<file path="src/rtl/reg_wb_ctrl_pkg.sv">
// Shared widths, the write-back result record and small helpers for the
// register-file write-back controller.
package reg_wb_ctrl_pkg;

  localparam int DATA_WIDTH = 8;
  localparam int NREGS      = 8;
  localparam int REG_AW     = $clog2(NREGS);
  localparam int LQ_DEPTH   = 2;
  localparam int LQ_CW      = $clog2(LQ_DEPTH) + 1;

  typedef struct packed {
    logic [REG_AW-1:0]     rd;
    logic [DATA_WIDTH-1:0] data;
  } wb_entry_t;

  typedef enum logic [1:0] {
    SRC_NONE,
    SRC_ALU,
    SRC_LQ,
    SRC_LD
  } wb_src_e;

  // One-hot register mask; r0 never maps to a bit so it can never go busy.
  function automatic logic [NREGS-1:0] regMask(input logic [REG_AW-1:0] rd);
    regMask     = '0;
    regMask[rd] = (rd != '0);
  endfunction

endpackage

</file>
<file path="src/rtl/reg_wb_ctrl_if.sv">
// Result, issue and register-file write bundle between the pipeline
// (master) and the write-back controller (slave).
interface reg_wb_if;
  import reg_wb_ctrl_pkg::*;

  logic                  alu_valid;
  logic [REG_AW-1:0]     alu_rd;
  logic [DATA_WIDTH-1:0] alu_data;
  logic                  ld_valid;
  logic                  ld_ready;
  logic [REG_AW-1:0]     ld_rd;
  logic [DATA_WIDTH-1:0] ld_data;
  logic                  iss_ld;
  logic [REG_AW-1:0]     iss_rd;
  logic [NREGS-1:0]      busy;
  logic                  rf_wr_en;
  logic [REG_AW-1:0]     rf_rd;
  logic [DATA_WIDTH-1:0] rf_din;
  logic                  err_waw;

  modport master (
    output alu_valid, alu_rd, alu_data,
    output ld_valid, ld_rd, ld_data,
    output iss_ld, iss_rd,
    input  ld_ready, busy, rf_wr_en, rf_rd, rf_din, err_waw
  );

  modport slave (
    input  alu_valid, alu_rd, alu_data,
    input  ld_valid, ld_rd, ld_data,
    input  iss_ld, iss_rd,
    output ld_ready, busy, rf_wr_en, rf_rd, rf_din, err_waw
  );

endinterface

</file>
<file path="src/rtl/reg_wb_ctrl_lfifo.sv">
// Small synchronous FIFO holding load results that lost the write port;
// pointers wrap modulo DEPTH (power of two).
module wb_lfifo #(
  parameter int DEPTH = 2,
  parameter int WIDTH = 11
) (
  input  logic                       clk,
  input  logic                       rst_n,
  input  logic                       push_i,
  input  logic                       pop_i,
  input  logic [WIDTH-1:0]           din_i,
  output logic [WIDTH-1:0]           dout_o,
  output logic                       full_o,
  output logic                       empty_o,
  output logic [$clog2(DEPTH):0]     count_o
);

  localparam int PW = $clog2(DEPTH);
  localparam int CW = PW + 1;
  localparam logic [CW-1:0] FULL_CNT = CW'(DEPTH);

  logic [WIDTH-1:0] mem_q [DEPTH];
  logic [PW-1:0]    wrPtr_q, rdPtr_q;
  logic [CW-1:0]    count_q;
  logic             doPush, doPop;

  assign full_o  = (count_q == FULL_CNT);
  assign empty_o = (count_q == '0);
  assign count_o = count_q;
  assign dout_o  = mem_q[rdPtr_q];
  assign doPush  = push_i && !full_o;
  assign doPop   = pop_i && !empty_o;

  always_ff @(posedge clk or negedge rst_n) begin
    if (!rst_n) begin
      wrPtr_q <= '0;
      rdPtr_q <= '0;
      count_q <= '0;
    end else begin
      if (doPush) wrPtr_q <= wrPtr_q + PW'(1);
      if (doPop)  rdPtr_q <= rdPtr_q + PW'(1);
      case ({doPush, doPop})
        2'b10:   count_q <= count_q + CW'(1);
        2'b01:   count_q <= count_q - CW'(1);
        default: count_q <= count_q;
      endcase
    end
  end

  // Storage needs no reset: emptying the pointers/count discards contents.
  always_ff @(posedge clk) begin
    if (doPush) mem_q[wrPtr_q] <= din_i;
  end

endmodule

</file>
<file path="src/rtl/reg_wb_ctrl.sv">
// Write-back controller: merges ALU and load results into one registered
// register-file write stream, tracks outstanding loads and flags WAW hazards.
module reg_wb_ctrl (
  input  logic     clk,
  input  logic     rst_n,
  reg_wb_if.slave  wb
);
  import reg_wb_ctrl_pkg::*;

  wb_entry_t             aluEntry, ldEntry, lqHead, selEntry;
  wb_src_e               sel;
  logic                  aluHit, ldKeep;
  logic                  lqPush, lqPop, lqFull, lqEmpty;
  logic [LQ_CW-1:0]      lqCount;
  logic [NREGS-1:0]      busy_q, busy_d, busyClr;
  logic                  errWaw_q, errWaw_d;
  logic                  rfWrEn_q;
  logic [REG_AW-1:0]     rfRd_q;
  logic [DATA_WIDTH-1:0] rfDin_q;

  assign wb.ld_ready = rst_n && (lqCount < LQ_CW'(LQ_DEPTH));
  assign wb.busy     = busy_q;
  assign wb.err_waw  = errWaw_q;
  assign wb.rf_wr_en = rfWrEn_q;
  assign wb.rf_rd    = rfRd_q;
  assign wb.rf_din   = rfDin_q;

  wb_lfifo #(
    .DEPTH (LQ_DEPTH),
    .WIDTH ($bits(wb_entry_t))
  ) u_lfifo (
    .clk     (clk),
    .rst_n   (rst_n),
    .push_i  (lqPush),
    .pop_i   (lqPop),
    .din_i   (ldEntry),
    .dout_o  (lqHead),
    .full_o  (lqFull),
    .empty_o (lqEmpty),
    .count_o (lqCount)
  );

  // Write-port arbitration: ALU first, then the oldest queued load, then a
  // fresh load straight through. A fresh load that loses goes to the queue.
  always_comb begin
    aluHit   = wb.alu_valid && (wb.alu_rd != '0);
    ldKeep   = wb.ld_valid && wb.ld_ready && (wb.ld_rd != '0);
    aluEntry = '{rd: wb.alu_rd, data: wb.alu_data};
    ldEntry  = '{rd: wb.ld_rd, data: wb.ld_data};
    sel      = SRC_NONE;
    selEntry = ldEntry;
    lqPop    = 1'b0;
    lqPush   = 1'b0;
    if (aluHit) begin
      sel      = SRC_ALU;
      selEntry = aluEntry;
      lqPush   = ldKeep;
    end else if (!lqEmpty) begin
      sel      = SRC_LQ;
      selEntry = lqHead;
      lqPop    = 1'b1;
      lqPush   = ldKeep;
    end else if (ldKeep) begin
      sel      = SRC_LD;
      selEntry = ldEntry;
    end
    lqPush = lqPush && !lqFull;
  end

  // A new issue to a register overrides a completing load to the same one.
  always_comb begin
    busyClr  = ((sel == SRC_LQ) || (sel == SRC_LD)) ? regMask(selEntry.rd) : '0;
    busy_d   = (busy_q & ~busyClr) | (wb.iss_ld ? regMask(wb.iss_rd) : '0);
    errWaw_d = errWaw_q
             | (aluHit && busy_q[wb.alu_rd])
             | (wb.iss_ld && (wb.iss_rd != '0) && busy_q[wb.iss_rd]);
  end

  always_ff @(posedge clk or negedge rst_n) begin
    if (!rst_n) begin
      rfWrEn_q <= 1'b0;
      rfRd_q   <= '0;
      rfDin_q  <= '0;
      busy_q   <= '0;
      errWaw_q <= 1'b0;
    end else begin
      rfWrEn_q <= (sel != SRC_NONE);
      if (sel != SRC_NONE) begin
        rfRd_q  <= selEntry.rd;
        rfDin_q <= selEntry.data;
      end
      busy_q   <= busy_d;
      errWaw_q <= errWaw_d;
    end
  end

endmodule
</file>
<file path="src/flat_wrapper.sv">
// flat-port wrapper written by rule: the top's interface ports become plain ports
module reg_wb_ctrl_flat import reg_wb_ctrl_pkg::*;
  (clk, rst_n, wb_alu_valid, wb_alu_rd, wb_alu_data, wb_ld_valid, wb_ld_rd, wb_ld_data, wb_iss_ld, wb_iss_rd, wb_ld_ready, wb_busy, wb_rf_wr_en, wb_rf_rd, wb_rf_din, wb_err_waw);
  reg_wb_if wb_i ();
  input  logic clk;
  input  logic rst_n;
  input wire logic [$bits(wb_i.alu_valid)-1:0] wb_alu_valid;
  input wire logic [$bits(wb_i.alu_rd)-1:0] wb_alu_rd;
  input wire logic [$bits(wb_i.alu_data)-1:0] wb_alu_data;
  input wire logic [$bits(wb_i.ld_valid)-1:0] wb_ld_valid;
  input wire logic [$bits(wb_i.ld_rd)-1:0] wb_ld_rd;
  input wire logic [$bits(wb_i.ld_data)-1:0] wb_ld_data;
  input wire logic [$bits(wb_i.iss_ld)-1:0] wb_iss_ld;
  input wire logic [$bits(wb_i.iss_rd)-1:0] wb_iss_rd;
  output wire logic [$bits(wb_i.ld_ready)-1:0] wb_ld_ready;
  output wire logic [$bits(wb_i.busy)-1:0] wb_busy;
  output wire logic [$bits(wb_i.rf_wr_en)-1:0] wb_rf_wr_en;
  output wire logic [$bits(wb_i.rf_rd)-1:0] wb_rf_rd;
  output wire logic [$bits(wb_i.rf_din)-1:0] wb_rf_din;
  output wire logic [$bits(wb_i.err_waw)-1:0] wb_err_waw;
  assign wb_i.alu_valid = wb_alu_valid;
  assign wb_i.alu_rd = wb_alu_rd;
  assign wb_i.alu_data = wb_alu_data;
  assign wb_i.ld_valid = wb_ld_valid;
  assign wb_i.ld_rd = wb_ld_rd;
  assign wb_i.ld_data = wb_ld_data;
  assign wb_i.iss_ld = wb_iss_ld;
  assign wb_i.iss_rd = wb_iss_rd;
  assign wb_ld_ready = wb_i.ld_ready;
  assign wb_busy = wb_i.busy;
  assign wb_rf_wr_en = wb_i.rf_wr_en;
  assign wb_rf_rd = wb_i.rf_rd;
  assign wb_rf_din = wb_i.rf_din;
  assign wb_err_waw = wb_i.err_waw;
  reg_wb_ctrl u_core (.clk(clk), .rst_n(rst_n), .wb(wb_i));
endmodule
</file>
<file path="config.mk">
export PLATFORM = sky130hd
export DESIGN_NAME = reg_wb_ctrl_flat
export DESIGN_NICKNAME = d
export VERILOG_FILES = /design/src/rtl/reg_wb_ctrl_pkg.sv /design/src/rtl/reg_wb_ctrl_if.sv /design/src/rtl/reg_wb_ctrl_lfifo.sv /design/src/rtl/reg_wb_ctrl.sv /design/src/flat_wrapper.sv
export SDC_FILE = /design/constraint.sdc
export NUM_CORES = 1
export LEC_CHECK = 0
export ABC_AREA = 1
export CORE_MARGIN = 2
export CORE_UTILIZATION = 30
export CTS_BUF_LIST = sky130_fd_sc_hd__clkbuf_4
export CTS_CLUSTER_DIAMETER = 30
export DETAILED_ROUTE_END_ITERATION = 8
export PLACE_DENSITY = 0.61
export SYNTH_ARGS = -nofsm -noshare
export SYNTH_HDL_FRONTEND = slang
export SYNTH_SLANG_ARGS = --single-unit
</file>
<file path="constraint.sdc">
create_clock -name clk -period 2 [get_ports clk]
set_input_delay 0.3 -clock clk [delete_from_list [all_inputs] [get_ports clk]]
set_output_delay 0.3 -clock clk [all_outputs]
set_load 0.005 [all_outputs]
</file>
==> results of run 1 <==
## power breakdown
part | switching (mW) | leakage [nW] | internal (mW) | total [mW]
registers | 0.196 | 0.492 | 1.29 | 1.48
logic | 0.779 | 0.839 | 0.791 | 1.57
clock network | 0.291 | 0.0333 | 0.150 | 0.441
total | 1.27 | 1.36 | 2.23 | 3.49
## flip-flops by register name, indices dropped and copies added (netlist names)
name and cells:
u_core.u_lfifo.rdPtr_q 1, u_core.wb.rf_rd 3, u_core.wb.rf_din 8, u_core.wb.rf_wr_en 1, u_core.wb.busy 8, u_core.u_lfifo.wrPtr_q 1
u_core.wb.err_waw 1, u_core.u_lfifo.mem_q 22, u_core.u_lfifo.count_o 2
## Yosys cell counts (all sizes together)
library cell,number
ha,1
clkbuf,1
buf,6
o21ai,6
a22o,1
o21bai,1
a31oi,8
inv,22
nor2,24
xnor2,1
nor3,1
dfrtp,25
nand2,104
a21oi,1
edfxtp,22
o211ai,5
nand3,26
nand4,2
xor2,3
## per-layer routing
metal	part of all wire	vias up	GRT usage	wire (um)
li1	-	998	-	-
met1	0.48	873	0.178	2510
met2	0.46	46	0.217	2400
met3	0.048	5	0.0290	251
met4	0.011	0	0.0417	57
met5	0	-	0	0
## cell families (layout without fill, tap and decap cells)
kind of cell	count (synthesis)	count (layout)	share of synthesized area
AOI/OAI and AO/OA	22	22	0.0629
xor gates and xnor gates	4	4	0.0154
adders and majority gates	1	1	0.00551
buffers and inverters	29	104	0.0590
DFF	47	47	0.567
and+or+nand+nor	157	157	0.290
## final cells by class
cell class,count,area share
Sequential cell,47,0.417
Multi-Input combinational cell,184,0.276
Timing Repair Buffer,74,0.221
Tap cell,99,0.0401
Inverter,22,0.0276
Clock buffer,6,0.0146
Clock inverter,2,0.00405
## through the flow
| stage | area [um^2] | std cells | setup WS, ns | power, mW |
|---|---|---|---|---|
| 6_report | 3090 | 434 | 0.0919 | 3.49 |
| 5_1_grt | 3090 | 434 | 0.0425 | 3.78 |
| 4_1_cts | 3080 | 434 | 0.0511 | 3.54 |
| 3_5_place_dp | 3030 | 426 | -0.136 | 3.09 |
| 3_3_place_gp | 3030 | 426 | -0.111 | 3.07 |
| 2_1_floorplan | 2270 | 260 | 0.233 | 2.30 |
## what timing repair did
item                                    4_1_cts  5_1_grt
buffers inserted                              0        0
endpoints found under the setup margin        0        1
gates resized for setup                       0        1
## worst paths after layout
check / end / slack (ns) / cells past startpoint
setup / recovery: wb_ld_ready / 0.09 / 5
max in group asynchronous: u_core.u_lfifo.rdPtr_q / 1.39 / 2
hold / removal: u_core.wb.rf_din[3] / 0.35 / 2
setup reg to reg: u_core.u_lfifo.count_o[1] / 0.38 / 7
min in group clk: u_core.wb.busy[0] / 0.40 / 0
hold reg to reg: u_core.wb.busy[0] / 0.40 / 0
==> results.md, run 1 <==
- Htree depth: 2
- Vias in the first global route: 1887
- ANT nets after route: 0
- Status: finished, final reports clean
- Cell mode on critical path: clkdlybuf4s50_1
- Clock Latency Late Sink: 0.36 ns
- Footprint of the multi-input gates: 851 um^2
- Post-route DRC violation count: 0
- Drt first pass iters: 4
- Worst Path Required: 1.70 ns
- Final Hold Viols: 0
- CTS tree: built
- Number of antenna violations at the first check in global routing: 0
- PortBufs: 51
- I/O pins: 52
- Crit path largest cell delay: 0.50 ns
- Mapped cell area: 2270 um^2
- CTS root buf: clkbuf_4
- CP Cell Sequence: clkdlybuf4s50_1 > inv_1 > nor2_2 > buf_4 > clkdlybuf4s50_1
- Worst hold margin: 0.349 ns
- Iter 0 DRT Violations: 137
- CP Launch Type: primary input
- Slew @ Worst Pin: 0.319 ns
- Cell family with most CP delay: buffers and inverters
- Worst clock skew: 0.0157 ns
- Grt total ovfl: 0
- Max-slew violations: 0
- Fraction of layout cells with a size suffix above 1: 0.131
- TNS Setup: 0 ns
- Layout filler cell count: 762
- Sequential area share after synthesis: 0.567
- Final wirelength: 5220 um
- Fin util: 0.423
- Largest net degree at the start of global routing: 26
- Cells taking the most area after synthesis: edfxtp_1, dfrtp_1, nand2_1
- Peak supply drop: 446 uV
- Die Y: 91.0 um
- Final worst path period need: 1.91 ns
- Avg Vias per Cell: 4.43
- Die area: 8270 um^2
- Core area: 7290 um^2
- CP arrival: 1.61 ns
- RSZ-0062 raised after global routing: no
- First-pass GRT wire length: 8940 um
- Leakage: 1.36 nW
- Pwr per Cell Area: 1130 nW/um^2
- Slew HR: 0.787
- Final setup vio count: 0
- Crit path max fanout: 2
- Hold crit path type: primary input to async pin
- Antenna diodes: 0
- Unique cell type count in the Yosys netlist: 27
- Max Cap Violations: 0
- Buf/Inv on CP: 4
- WL/cell: 12.0 um
- Die width: 91.0 um
- Synthesized instance count: 260
- Clock transition at path regs: 0.14 ns
- Cts hold-fix bufs: 0
- Mapped Nets: 291
- Longest Clk Path Bufs: 2
- Dpl hpwl: 4100 um
- Avg Inst Size Synth: 8.72 um^2
- Initial Utilization: 0.311
- Yosys warnings: 0
- Register area: 1290 um^2
- Fmax: 524 MHz
- Period utilization: 0.954
- Clk sinks: 47
- Origin of the worst setup path: rst_n
- Setup crit end kind: output port
- Synth top area share: 0.291
- Crit Path Category: primary input to output port
- #FFs+latches synth: 47
- CTS Buf Count: 5
- Most frequent cells in the layout: nand2_1, clkdlybuf4s50_1, nand3_1, dfrtp_1, buf_4
- Via count: 1922
- CP max stage cell: clkdlybuf4s50_1
- P&R area growth vs syn: 36.1%
- Most common cell after layout, fill and taps aside: nand2_1
- GP Congestion: 0.819
- Final net count: 365
- Post-synth top area cell: edfxtp_1
- Worst r2r src: u_core.u_lfifo.count_o[1]
- Overall Global Routing Usage: 0.133
- Row count: 31
Note: power is estimated with default switching activity, not from simulation.
==> run 2: changes to the inputs <==
Settings changed: ABC_CLOCK_PERIOD_IN_PS set to 2000, CORE_MARGIN 2 to 1, SLEW_MARGIN set to 10.
==> run 2 against run 1 <==
Compared with the run above:
- hold slack worse by 0.019 ns
- via count fell by 1.4%
- clock power rose by 6.1%
- largest power group unchanged
- die area down 4.3%
==> results.md, run 2 (synthesis results as in run 1) <==
- CTS Buf Count: 5
- Initial Utilization: 0.311
- I/O pins: 52
- Clock transition at path regs: 0.14 ns
- Worst Path Required: 1.70 ns
- Register area: 1290 um^2
- Cell family with most CP delay: buffers and inverters
- First-pass GRT wire length: 8510 um
- Max-slew violations: 0
- R2r setup slk: 0.32 ns
- Crit path max fanout: 2
- Routed length on met2: 2410 um
- Die Y: 89.0 um
- Setup crit end kind: output port
- Post-cts resize count: 0
- Final worst path period need: 1.92 ns
- WL/cell: 11.9 um
- Largest net degree at the start of global routing: 26
- Largest register FFs: 22
- Top Layer Used: met4
- CTS tree: built
- Clk sinks: 47
- Worst r2r src: u_core.u_lfifo.count_o[1]
- Max Cap Violations: 0
- Fmax: 521 MHz
- Core area: 7290 um^2
- Final wirelength: 5190 um
- Fin util: 0.423
- CTS root buf: clkbuf_4
- Grt total ovfl: 0
- Longest Clk Path Bufs: 2
- CP Cell Sequence: clkdlybuf4s50_1 > inv_1 > nor2_1 > buf_4 > clkdlybuf4s50_1
- Antenna diodes: 0
- Crit Path Category: primary input to output port
- Setup bufs post-CTS: 0
- R2R cell count: 7
- Vias in the first global route: 1810
- Pwr per Cell Area: 1140 nW/um^2
- Dpl hpwl: 4080 um
- Worst clock skew: 0.0124 ns
- Cell mode on critical path: clkdlybuf4s50_1
- Via count: 1896
- Buf/Inv on CP: 4
- CP arrival: 1.62 ns
- Pre-CTS WS: -0.134 ns
- GP Congestion: 0.816
- Hold crit path type: primary input to async pin
- Die area: 7910 um^2
- Die width: 89.0 um
- Leakage: 1.36 nW
- Period utilization: 0.959
- Most frequent cells in the layout: nand2_1, clkdlybuf4s50_1, nand3_1, dfrtp_1, buf_4
- Iter 0 DRT Violations: 87
- DP Area: 3030 um^2
- Layout filler cell count: 776
- Final Hold Viols: 0
- CP max stage cell: clkdlybuf4s50_1
- Largest Register: u_core.u_lfifo.mem_q
- Final setup margin: 0.0815 ns
- Htree depth: 2
- Row count: 31
- PortBufs: 51
- Reg-to-Reg End: u_core.u_lfifo.count_o[1]
- Slew @ Worst Pin: 0.370 ns
- Crit path largest cell delay: 0.49 ns
- Status: finished, final reports clean
- Final setup vio count: 0
- Post-route DRC violation count: 0
- Number of antenna violations at the first check in global routing: 0
- Slew HR: 0.753
- Footprint of the multi-input gates: 848 um^2
- RSZ-0062 raised after global routing: no
- P&R area growth vs syn: 36.1%
- Drt first pass iters: 4
- Final net count: 365
- Avg Vias per Cell: 4.37
- Fraction of layout cells with a size suffix above 1: 0.131
- DRT met1 WL: 2550 um
- ANT nets after route: 0
- Overall Global Routing Usage: 0.142
- Most common cell after layout, fill and taps aside: nand2_1
- Post-route design area: 3090 um^2
- Clock Latency Late Sink: 0.37 ns
- Peak supply drop: 272 uV
- CP Launch Type: primary input
- Met3 Wirelength: 187 um
- Cts hold-fix bufs: 0
## run 2: cell types whose count changed in the layout (fill, tap and decap cells not counted)
cell,delta
clkinv_1,-1
clkinv_4,-1
nor2_2,-1
inv_6,+1
clkinvlp_4,+1
nor2_1,+1
## run 2: worst reg2reg max path, stage by stage (launching register included)
cell and delay (ns):
dfrtp_1 0.41, nor2_1 0.16, nand3_1 0.11, o21bai_2 0.22
ha_1 0.31, a21oi_1 0.11, o21ai_0 0.11, xor2_1 0.15
## run 2: where the power goes
group,internal (mW),total [mW],switching [mW]
Combinational,0.782,1.58,0.800
Clock,0.156,0.468,0.312
Sequential,1.29,1.46,0.173
Total,2.22,3.51,1.29
## run 2: stage by stage
| step | cells | setup TNS [ns] | hold slack, ns | total power [mW] |
|---|---|---|---|---|
| after floorplan | 260 | 0 | 0.00441 | 2.30 |
| after global placement | 426 | -0.854 | 0.367 | 3.06 |
| after detailed placement | 426 | -1.35 | 0.374 | 3.08 |
| after CTS | 434 | 0 | 0.337 | 3.56 |
| after global routing | 434 | 0 | 0.348 | 3.80 |
| final | 434 | 0 | 0.329 | 3.51 |
## run 2: worst max path at each step
| stage | start | to | slack [ns] | cells past startpoint |
|---|---|---|---|---|
| 4_1_cts | rst_n | wb_ld_ready | 0.06 | 5 |
| 6_report | rst_n | wb_ld_ready | 0.08 | 5 |
| 2_1_floorplan | u_core.u_lfifo.count_o[1] | u_core.u_lfifo.mem_q[1][0] | 0.23 | 4 |
| 3_5_place_dp | rst_n | u_core.u_lfifo.count_o[1] | -0.13 | 9 |
| 5_1_grt | rst_n | wb_ld_ready | 0.04 | 5 |
| 3_3_place_gp | rst_n | u_core.u_lfifo.count_o[1] | -0.10 | 9 |
## run 2: area by class of cell
class	instances	share of cell area
sequential	47	0.417
multi-input combinational	184	0.275
timing repair buffer	74	0.221
tap	99	0.0401
inverter	22	0.0276
clock buffer	6	0.0146
clock inverter	2	0.00527
## run 2: layer usage
metal  vias to the layer above  global-route usage
met5                         -                   0
met4                         0              0.0433
li1                        995                   -
met3                         5              0.0259
met2                        36               0.231
met1                       860               0.195
